### config.mk
export PLATFORM = sky130hd
export DESIGN_NAME = uart_rx
export DESIGN_NICKNAME = d
export VERILOG_FILES = /design/src/rtl/uart_pkg.sv /design/src/rtl/sync_2ff.sv /design/src/rtl/uart_rx.sv
export SDC_FILE = /design/constraint.sdc
export NUM_CORES = 1
export LEC_CHECK = 0
export ABC_AREA = 1
export CAP_MARGIN = 20
export CELL_PAD_IN_SITES_DETAIL_PLACEMENT = 0
export CELL_PAD_IN_SITES_GLOBAL_PLACEMENT = 1
export CORE_AREA = 2 2 59 72
export CTS_CLUSTER_SIZE = 40
export DETAILED_ROUTE_END_ITERATION = 12
export DIE_AREA = 0 0 61 74
export PLACE_DENSITY_LB_ADDON = 0.1
export SYNTH_ARGS = -nofsm -noshare
export SYNTH_HDL_FRONTEND = slang
export SYNTH_SLANG_ARGS = --single-unit
### constraint.sdc
create_clock -name clk -period 1.4 [get_ports clk]
set_input_delay 0.35 -clock clk [delete_from_list [all_inputs] [get_ports clk]]
set_output_delay 0.35 -clock clk [all_outputs]
set_load 0.1 [all_outputs]
### src/rtl/uart_pkg.sv
// Shared types and default constants for the UART receive path.
package uart_pkg;

  typedef enum logic [2:0] {
    IDLE  = 3'd0,
    START = 3'd1,
    DATA  = 3'd2,
    STOP  = 3'd3,
    BREAK = 3'd4
  } uart_rx_state_t;

  localparam int UART_DATA_BITS  = 8;
  localparam int UART_OVERSAMPLE = 16;

endpackage

### src/rtl/sync_2ff.sv
// Two-flop synchronizer for a single asynchronous bit; resets to the line idle level (1).
module sync_2ff (
  input  logic clk,
  input  logic rst_n,
  input  logic d,
  output logic q
);

  logic meta;

  // Two-stage capture of the asynchronous input
  always_ff @(posedge clk or negedge rst_n) begin
    if (!rst_n) begin
      meta <= 1'b1;
      q    <= 1'b1;
    end else begin
      meta <= d;
      q    <= meta;
    end
  end

endmodule

### src/rtl/uart_rx.sv
// Oversampling UART receiver: start-bit qualification, LSB-first data capture,
// stop-bit check with break handling, and a ready/overrun handshake to the consumer.
module uart_rx
  import uart_pkg::*;
#(
  parameter int DATA_BITS  = UART_DATA_BITS,
  parameter int OVERSAMPLE = UART_OVERSAMPLE
) (
  input  logic                 clk,
  input  logic                 rst_n,
  input  logic                 rx_en,
  input  logic                 rx,
  input  logic                 rdy_clr,
  output logic [DATA_BITS-1:0] data_out,
  output logic                 rdy,
  output logic                 frame_err,
  output logic                 overrun
);

  localparam int TW = $clog2(OVERSAMPLE);
  localparam int BW = $clog2(DATA_BITS + 1);
  localparam logic [TW-1:0] TICK_MID  = TW'(OVERSAMPLE / 2 - 1);
  localparam logic [TW-1:0] TICK_LAST = TW'(OVERSAMPLE - 1);
  localparam logic [TW-1:0] TICK_ONE  = TW'(1);
  localparam logic [BW-1:0] BIT_LAST  = BW'(DATA_BITS - 1);
  localparam logic [BW-1:0] BIT_ONE   = BW'(1);

  logic                 rx_s;
  uart_rx_state_t       state;
  logic [TW-1:0]        tick_cnt;
  logic [BW-1:0]        bit_cnt;
  logic [DATA_BITS-1:0] shreg;

  sync_2ff u_sync (
    .clk   (clk),
    .rst_n (rst_n),
    .d     (rx),
    .q     (rx_s)
  );

  // Frame FSM with counters and registered outputs; a completing byte overrides a same-cycle acknowledge
  always_ff @(posedge clk or negedge rst_n) begin
    if (!rst_n) begin
      state     <= IDLE;
      tick_cnt  <= '0;
      bit_cnt   <= '0;
      shreg     <= '0;
      data_out  <= '0;
      rdy       <= 1'b0;
      frame_err <= 1'b0;
      overrun   <= 1'b0;
    end else begin
      frame_err <= 1'b0;
      if (rdy_clr) begin
        rdy     <= 1'b0;
        overrun <= 1'b0;
      end
      if (rx_en) begin
        case (state)
          IDLE: begin
            if (!rx_s) begin
              state    <= START;
              tick_cnt <= '0;
            end
          end
          START: begin
            if (tick_cnt == TICK_MID) begin
              tick_cnt <= '0;
              bit_cnt  <= '0;
              state    <= rx_s ? IDLE : DATA;
            end else begin
              tick_cnt <= tick_cnt + TICK_ONE;
            end
          end
          DATA: begin
            if (tick_cnt == TICK_LAST) begin
              tick_cnt <= '0;
              shreg    <= {rx_s, shreg[DATA_BITS-1:1]};
              bit_cnt  <= bit_cnt + BIT_ONE;
              if (bit_cnt == BIT_LAST) begin
                state <= STOP;
              end
            end else begin
              tick_cnt <= tick_cnt + TICK_ONE;
            end
          end
          STOP: begin
            if (tick_cnt == TICK_LAST) begin
              tick_cnt <= '0;
              if (rx_s) begin
                data_out <= shreg;
                rdy      <= 1'b1;
                overrun  <= rdy_clr ? overrun : (overrun | rdy);
                state    <= IDLE;
              end else begin
                frame_err <= 1'b1;
                state     <= BREAK;
              end
            end else begin
              tick_cnt <= tick_cnt + TICK_ONE;
            end
          end
          BREAK: begin
            // A held-low line must not be mistaken for a new start bit
            if (rx_s) begin
              state <= IDLE;
            end
          end
          default: begin
            state <= IDLE;
          end
        endcase
      end
    end
  end

endmodule

======== After elaboration in Yosys (flattened, before gate mapping) ========
Cells that the tools add are included.
storage, ports and cells
  logic and storage cells ................. 67
  ROM bits ................................ 0
  input bits .............................. 5
  latch bits .............................. 0
  register bits after elaboration ......... 32
  bits in writable memories ............... 0
  output and inout bits ................... 11
  memories ................................ 0
operators by class
  reduce and logical (&&, ||, !) cells .... 9
  multipliers ............................. 0
  div/mod/pow operators ................... 0
  order comparisons ....................... 0
  shifts and indexed selects .............. 0
  $add $sub $neg .......................... 2
  bitwise gates (word level) .............. 1
  mux-type cells .......................... 31
  eq/ne operators ......................... 14
operators by type and width
  kind                   count
  $mux W3                7
  $mux W4                5
  $mux W1                15
  $pmux W3 S5            1
  $pmux W4 S3            1
  $ne A2 B2 Y1 const B   5
  $add A4 B1 Y4 const B  2
  $eq A4 B3 Y1 const B   2
  $pmux W4 S2            1
  $reduce_and A4 Y1      2
  $reduce_and A7 Y1      1
  $eq A3 B2 Y1 const B   2
  $reduce_and A3 Y1      2
  $ne A5 B5 Y1 const B   1
  $eq A4 B4 Y1 const B   1
  $eq A3 B1 Y1 const B   1
  $eq A3 B3 Y1 const B   1
  $logic_not A3 Y1       1
  $reduce_bool A3 Y1     1
  $mux W2                1
  $ne A2 B1 Y1 const B   1
  $reduce_bool A2 Y1     1
  $reduce_or A2 Y1       1
  $or A1 B1 Y1           1

======== Logic depth before layout (Yosys ltp) ========
  depth in word-level cells ............... 6
  gate-level depth with buffers ........... 8

======== Hierarchy ========
From an unflattened synthesis, not the netlist that was laid out.
second synthesis, totals
  cells, all modules ...................... 173
  area, all modules ....................... 1522.7 um2
by module, submodules not included
  module    times used  area each (um2)  cells an instance  seq. area each (um2)
  uart_rx   1           1470.2           171                750.7
  sync_2ff  1           52.6             2                  52.6

======== Least setup slack after synthesis ========
Ideal clock, no wire load.
  path kind ............................... reg-to-reg
  from .................................... reg rdy
  to ...................................... reg overrun
  slack ................................... -0.036 ns
  stages on the path, launching flop included .. 5
  buffers on the path ..................... 0
  clock period less this slack ............ 1.436 ns
  arrival ................................. 1.360 ns
  required time ........................... 1.325 ns
  library setup time ...................... 0.075 ns
  cell sequence ........................... dfrtp_1 inv_1 a21oi_1 a211oi_1 a21oi_2
between the ends
  word-level cells in the longest chain between the ends .. 6
RTL lines
  what                    line           text
  from (decl)             uart_rx.sv:15  output logic rdy,
  from (signal assigned)  uart_rx.sv:49  rdy <= 1'b0;
  from (signal assigned)  uart_rx.sv:55  rdy <= 1'b0;
  from (signal assigned)  uart_rx.sv:92  rdy <= 1'b1;
  $or A1 B1 Y1            uart_rx.sv:93  overrun <= rdy_clr ? overrun : (overrun | rdy);
  $mux W1                 uart_rx.sv:93
  $mux W1                 uart_rx.sv:90  if (rx_s) begin
  $mux W1                 uart_rx.sv:88  if (tick_cnt == TICK_LAST) begin
  $mux W1                 uart_rx.sv:59  case (state)
  $mux W1                 uart_rx.sv:58  if (rx_en) begin
  to (signal assigned)    uart_rx.sv:93
  to (decl)               uart_rx.sv:17  output logic overrun
No other way between the ends. The select of a mux whose other input is x is not followed.
A chain may end at the register's enable or synchronous reset.

======== Worst setup path in the final report ========
  from .................................... in rx_en
  to ...................................... reg data_out[0]
between the ends
  word-level cells in the longest chain between the ends .. 1
RTL lines
  what                                line           text
  from (decl)                         uart_rx.sv:11  input logic rx_en,
  $reduce_and A4 Y1 (no source line)  --
  to (signal assigned)                uart_rx.sv:91  data_out <= shreg;
  to (decl)                           uart_rx.sv:14  output logic [DATA_BITS-1:0] data_out,
No other way between the ends.

==> summary.md <==
| Metric | Value |
|---|---|
| Mapped Avg Cell Area | `about 9.3 um2` |
| Share of cells above drive strength 1 | `37.2%` |
| Total grt overflow | `0` |
| Met1 Use GR | `18.7%` |
| CTS tree | `done` |
| CTS Buffer Depth | `2` |
| Met2 Track Usage GR | `about 27%` |
| CP required | `1.58 ns` |
| Status | `complete, no violations` |
| Synth unique cells | `25` |
| Hpwl dp | `roughly 2.2 mm` |
| Post-Synth XOR/XNOR Area | `1.14%` |
| 1st-pass router iterations | `4` |
| Combinational family with the most area after synthesis | `simple AND/OR/NAND/NOR gates` |
| Port buffer count | `15` |
| ANT nets after route | `0` |
| Fin Hold WS | `0.358 ns` |
| Final Cycle Share | `between 90% and 100%` |
| Ordered list of cells on the worst path | `clkdlybuf4s50_1 > inv_1 > nor2_4 > nand4_4 > buf_12 > nand2_1 > o21ai_2` |
| Routed len/inst | `12.2 um` |
| Die X | `61 um` |
| P per Cell Area | `1200 nW/um2` |
| Post-Synth Simple-Gate Area | `24.8%` |
| Via-to-Cell Ratio | `~4.7` |
| Pin slew with the least headroom to its limit | `approximately 0.30 ns` |
| Crit path kind | `in2reg` |
| Startpoint Class | `input pin` |
| R2R depth | `7` |
| Max_cap viols | `0` |
| Clock Skew | `0.00380 ns` |
| Core area | `3850 um2` |
| Initial core utilization | `39.8%` |
| Final WL | `3.08 mm` |
| Hold Path Origin | `u_sync.meta$_DFF_PN1_` |
| CP Capture Type | `flip-flop` |
| RR Endpoint | `data_out[0]$_DFFE_PN0P_` |
| Max stage delay on crit path | `roughly 0.49 ns` |
| Antenna cells | `0` |
| Tmin final | `approximately 1.4 ns` |
| Worst Hold Path Cells | `0` |
| Achievable Freq | `734 MHz` |
| Area Growth Syn to Fin | `39.2%` |
| Peak VDD IR | `0.669 mV` |
| HP Class | `reg2reg` |
| Met3 usage | `5.04%` |
| Die Y | `74 um` |
| Post-Route Utilization | `a little under three fifths` |
| CTS clk-pin slew, worst paths | `0.07 ns` |
| Hold Path Sink | `u_sync.q$_DFF_PN1_` |
| Vias in the first global route | `1,191` |
| Row cnt | `25` |
| Clock net sink count | `32` |
| Critical-path top delay cell | `clkdlybuf4s50_1` |
| Net count after synthesis | `171` |
| DRT iter0 DRCs | `44` |
| Crit path buf inv count | `3` |
| DIE AREA | `4510 um2` |
| Largest net degree at the start of global routing | `33` |
| Initial antenna violation count | `0` |
| Via count | `roughly 1,200` |
| Synth Area in Compound Gates | `13.6%` |
| GPL Wtd Cong | `between 0.8 and 0.9` |
| Clock Root Buffer | `clkbuf_8` |
| Post-synthesis mux area share | `0%` |
| Seq/Total Area, Yosys | `52.5%` |
| Mapped Area | `1530 um2` |
| Remaining DRCs | `0` |
| Slew headroom | `80.1%` |
| Pleak | `0.000959 uW` |
| Gr busiest metal | `met2` |
| Slew Viols, Final | `0` |
| Synth Warn # | `0` |
| GRT Util Overall | `around 16%` |
| RSZ-0062 raised after global routing | `true` |
| Syn Inst Count | `164` |
| # setup viols final | `0` |
| FF-to-FF Start | `tick_cnt[1]$_DFFE_PN0P_` |
| Reg-to-reg slack, setup | `0.05 ns` |
| Ports | `16` |
| Post-Synth Adder-Cell Area | `between 1.5 and 2%` |
| Synth Register Bits | `32` |
| Post-CTS Hold Buffers | `0` |
| First-pass GRT wire length | `5.20 mm` |
| Fin. Hold Viols | `0` |
| Clock latency on the worst-skew pair | `0.29 ns` |
| WP data arrival | `1.54 ns` |
| # H-tree levels | `2` |
| CP Max Fanout | `9` |
| Top Family by Delay on Critical Path | `buffers and inverters` |
| Number of nets in the layout | `205` |
| Num CTS Buffers | `5` |
==> cells in the final DEF, fill, tap and decap left out <==
master,synthesis,routed
clkbuf_16,0,1
clkinv_4,0,1
nand4_4,1,1
nor2_4,2,2
clkbuf_8,0,5
dfrtp_2,0,2
xor2_1,1,1
o21ai_1,6,7
ha_1,2,1
nor2_1,9,8
a21oi_2,1,1
a21oi_1,3,3
dfstp_2,2,2
nand3_1,9,9
o21ai_2,15,15
nand3b_1,1,1
nand2_8,0,1
buf_4,0,11
nand2_2,4,6
nand3_4,0,2
ha_4,0,1
inv_2,1,1
nor2_2,4,5
buf_12,0,13
xnor2_1,1,1
clkdlybuf4s50_1,0,4
inv_1,19,19
clkinvlp_4,0,2
a211oi_1,1,1
dfrtp_1,30,28
or2_2,2,2
o21ai_0,3,2
nand2_1,41,38
nand4_1,2,2
==> through the flow <==
stage | setup slack [ns] | setup TNS (ns) | power (uW) | instances | area [um2]
floorplan | 0.0837 | 0 | 1540 | 164 | 1530
global placement | -0.271 | -4.91 | 1770 | 242 | 1940
detailed placement | -0.305 | -5.38 | 1790 | 242 | 1940
CTS | 0.00271 | 0 | 2560 | 253 | 2100
global route | -0.0272 | -0.208 | 2740 | 253 | 2130
finish | 0.0376 | 0 | 2570 | 253 | 2130
==> repair_timing <==
| item | 4_1_cts | 5_1_grt |
|---|---|---|
| cloned | 1 | 0 |
| buffers inserted | 2 | 0 |
| endpoints found under the setup margin | 16 | 27 |
| pin swaps | 2 | 2 |
| hold endpoints to repair | 0 | 0 |
| gates resized for setup | 5 | 9 |
==> state kept, by name, indices dropped and copies added (netlist names), 3 cells and up <==
name and cells:
data_out 8, shreg 8, bit_cnt 4, tick_cnt 4, state 3
==> routing by layer <==
layer  part of all wire [%]  vias up
met5                      0        -
met4                    1.6        0
met3                    3.4        5
met2                     53       13
met1                     42      572
li1                       -      592
==> worst register-to-register path: stages (launching register included) <==
cell	delay (ns)
dfrtp_1	0.39
ha_4	0.18
nand3_4	0.10
nor2_4	0.14
nand4_4	0.14
buf_12	0.18
nand2_1	0.07
o21ai_2	0.05
==> worst max-delay path by stage <==
stage	from	endpoint	slack (ns)	depth (start not counted)
floorplan	tick_cnt[0]$_DFFE_PN0P_	shreg[6]$_DFFE_PN0P_	0.08	7
global placement	rx_en	shreg[2]$_DFFE_PN0P_	-0.27	6
detailed placement	rx_en	shreg[0]$_DFFE_PN0P_	-0.31	6
CTS	tick_cnt[1]$_DFFE_PN0P_	data_out[0]$_DFFE_PN0P_	0.003	7
global route	state[1]$_DFFE_PN0P_	state[1]$_DFFE_PN0P_	-0.03	7
finish	rx_en	data_out[0]$_DFFE_PN0P_	0.04	7
==> cell usage after synthesis <==
cell / number / area (um2)
nand3_1: 9 / 45.0
nand4_4: 1 / 21.3
nand3b_1: 1 / 7.51
nand2_2: 4 / 25.0
o21ai_1: 6 / 30.0
buf_6: 2 / 22.5
a21oi_1: 3 / 15.0
dfrtp_1: 30 / 751
a21oi_2: 1 / 8.76
o21ai_2: 15 / 131
nor2_1: 9 / 33.8
inv_1: 19 / 71.3
nor2_4: 2 / 22.5
nand2_1: 41 / 154
a211oi_1: 1 / 7.51
ha_1: 2 / 25.0
o21ai_0: 3 / 15.0
or2_2: 2 / 12.5
xor2_1: 1 / 8.76
inv_2: 1 / 3.75
dfstp_2: 2 / 52.6
xnor2_1: 1 / 8.76
nor2_2: 4 / 25.0
nand3_2: 2 / 20.0
nand4_1: 2 / 12.5
==> final cells by class <==
cell class / instances / area [um2]
Clock buffer: 5 / 68.8
Clock inverter: 3 / 23.8
Fill cell: 359 / 1720
Inverter: 20 / 75.1
Multi-Input combinational cell: 110 / 681
Sequential cell: 32 / 806
Tap cell: 54 / 67.6
Timing Repair Buffer: 29 / 408
==> logic make-up after synthesis <==
kind of cell    after synthesis
flops                        32
buf+inv                      22
fa+ha+maj                     2
compound gates               29
xor+xnor                      2
simple gates                 77
==> report_power, final <==
group          leakage (uW)  total (uW)  internal (uW)  switching, uW
Combinational      0.000486         738            295            443
Sequential         0.000433        1110           1010            102
Clock             0.0000404         721            351            369
Total              0.000959        2570           1650            914
(Power assumes the default switching activity.)
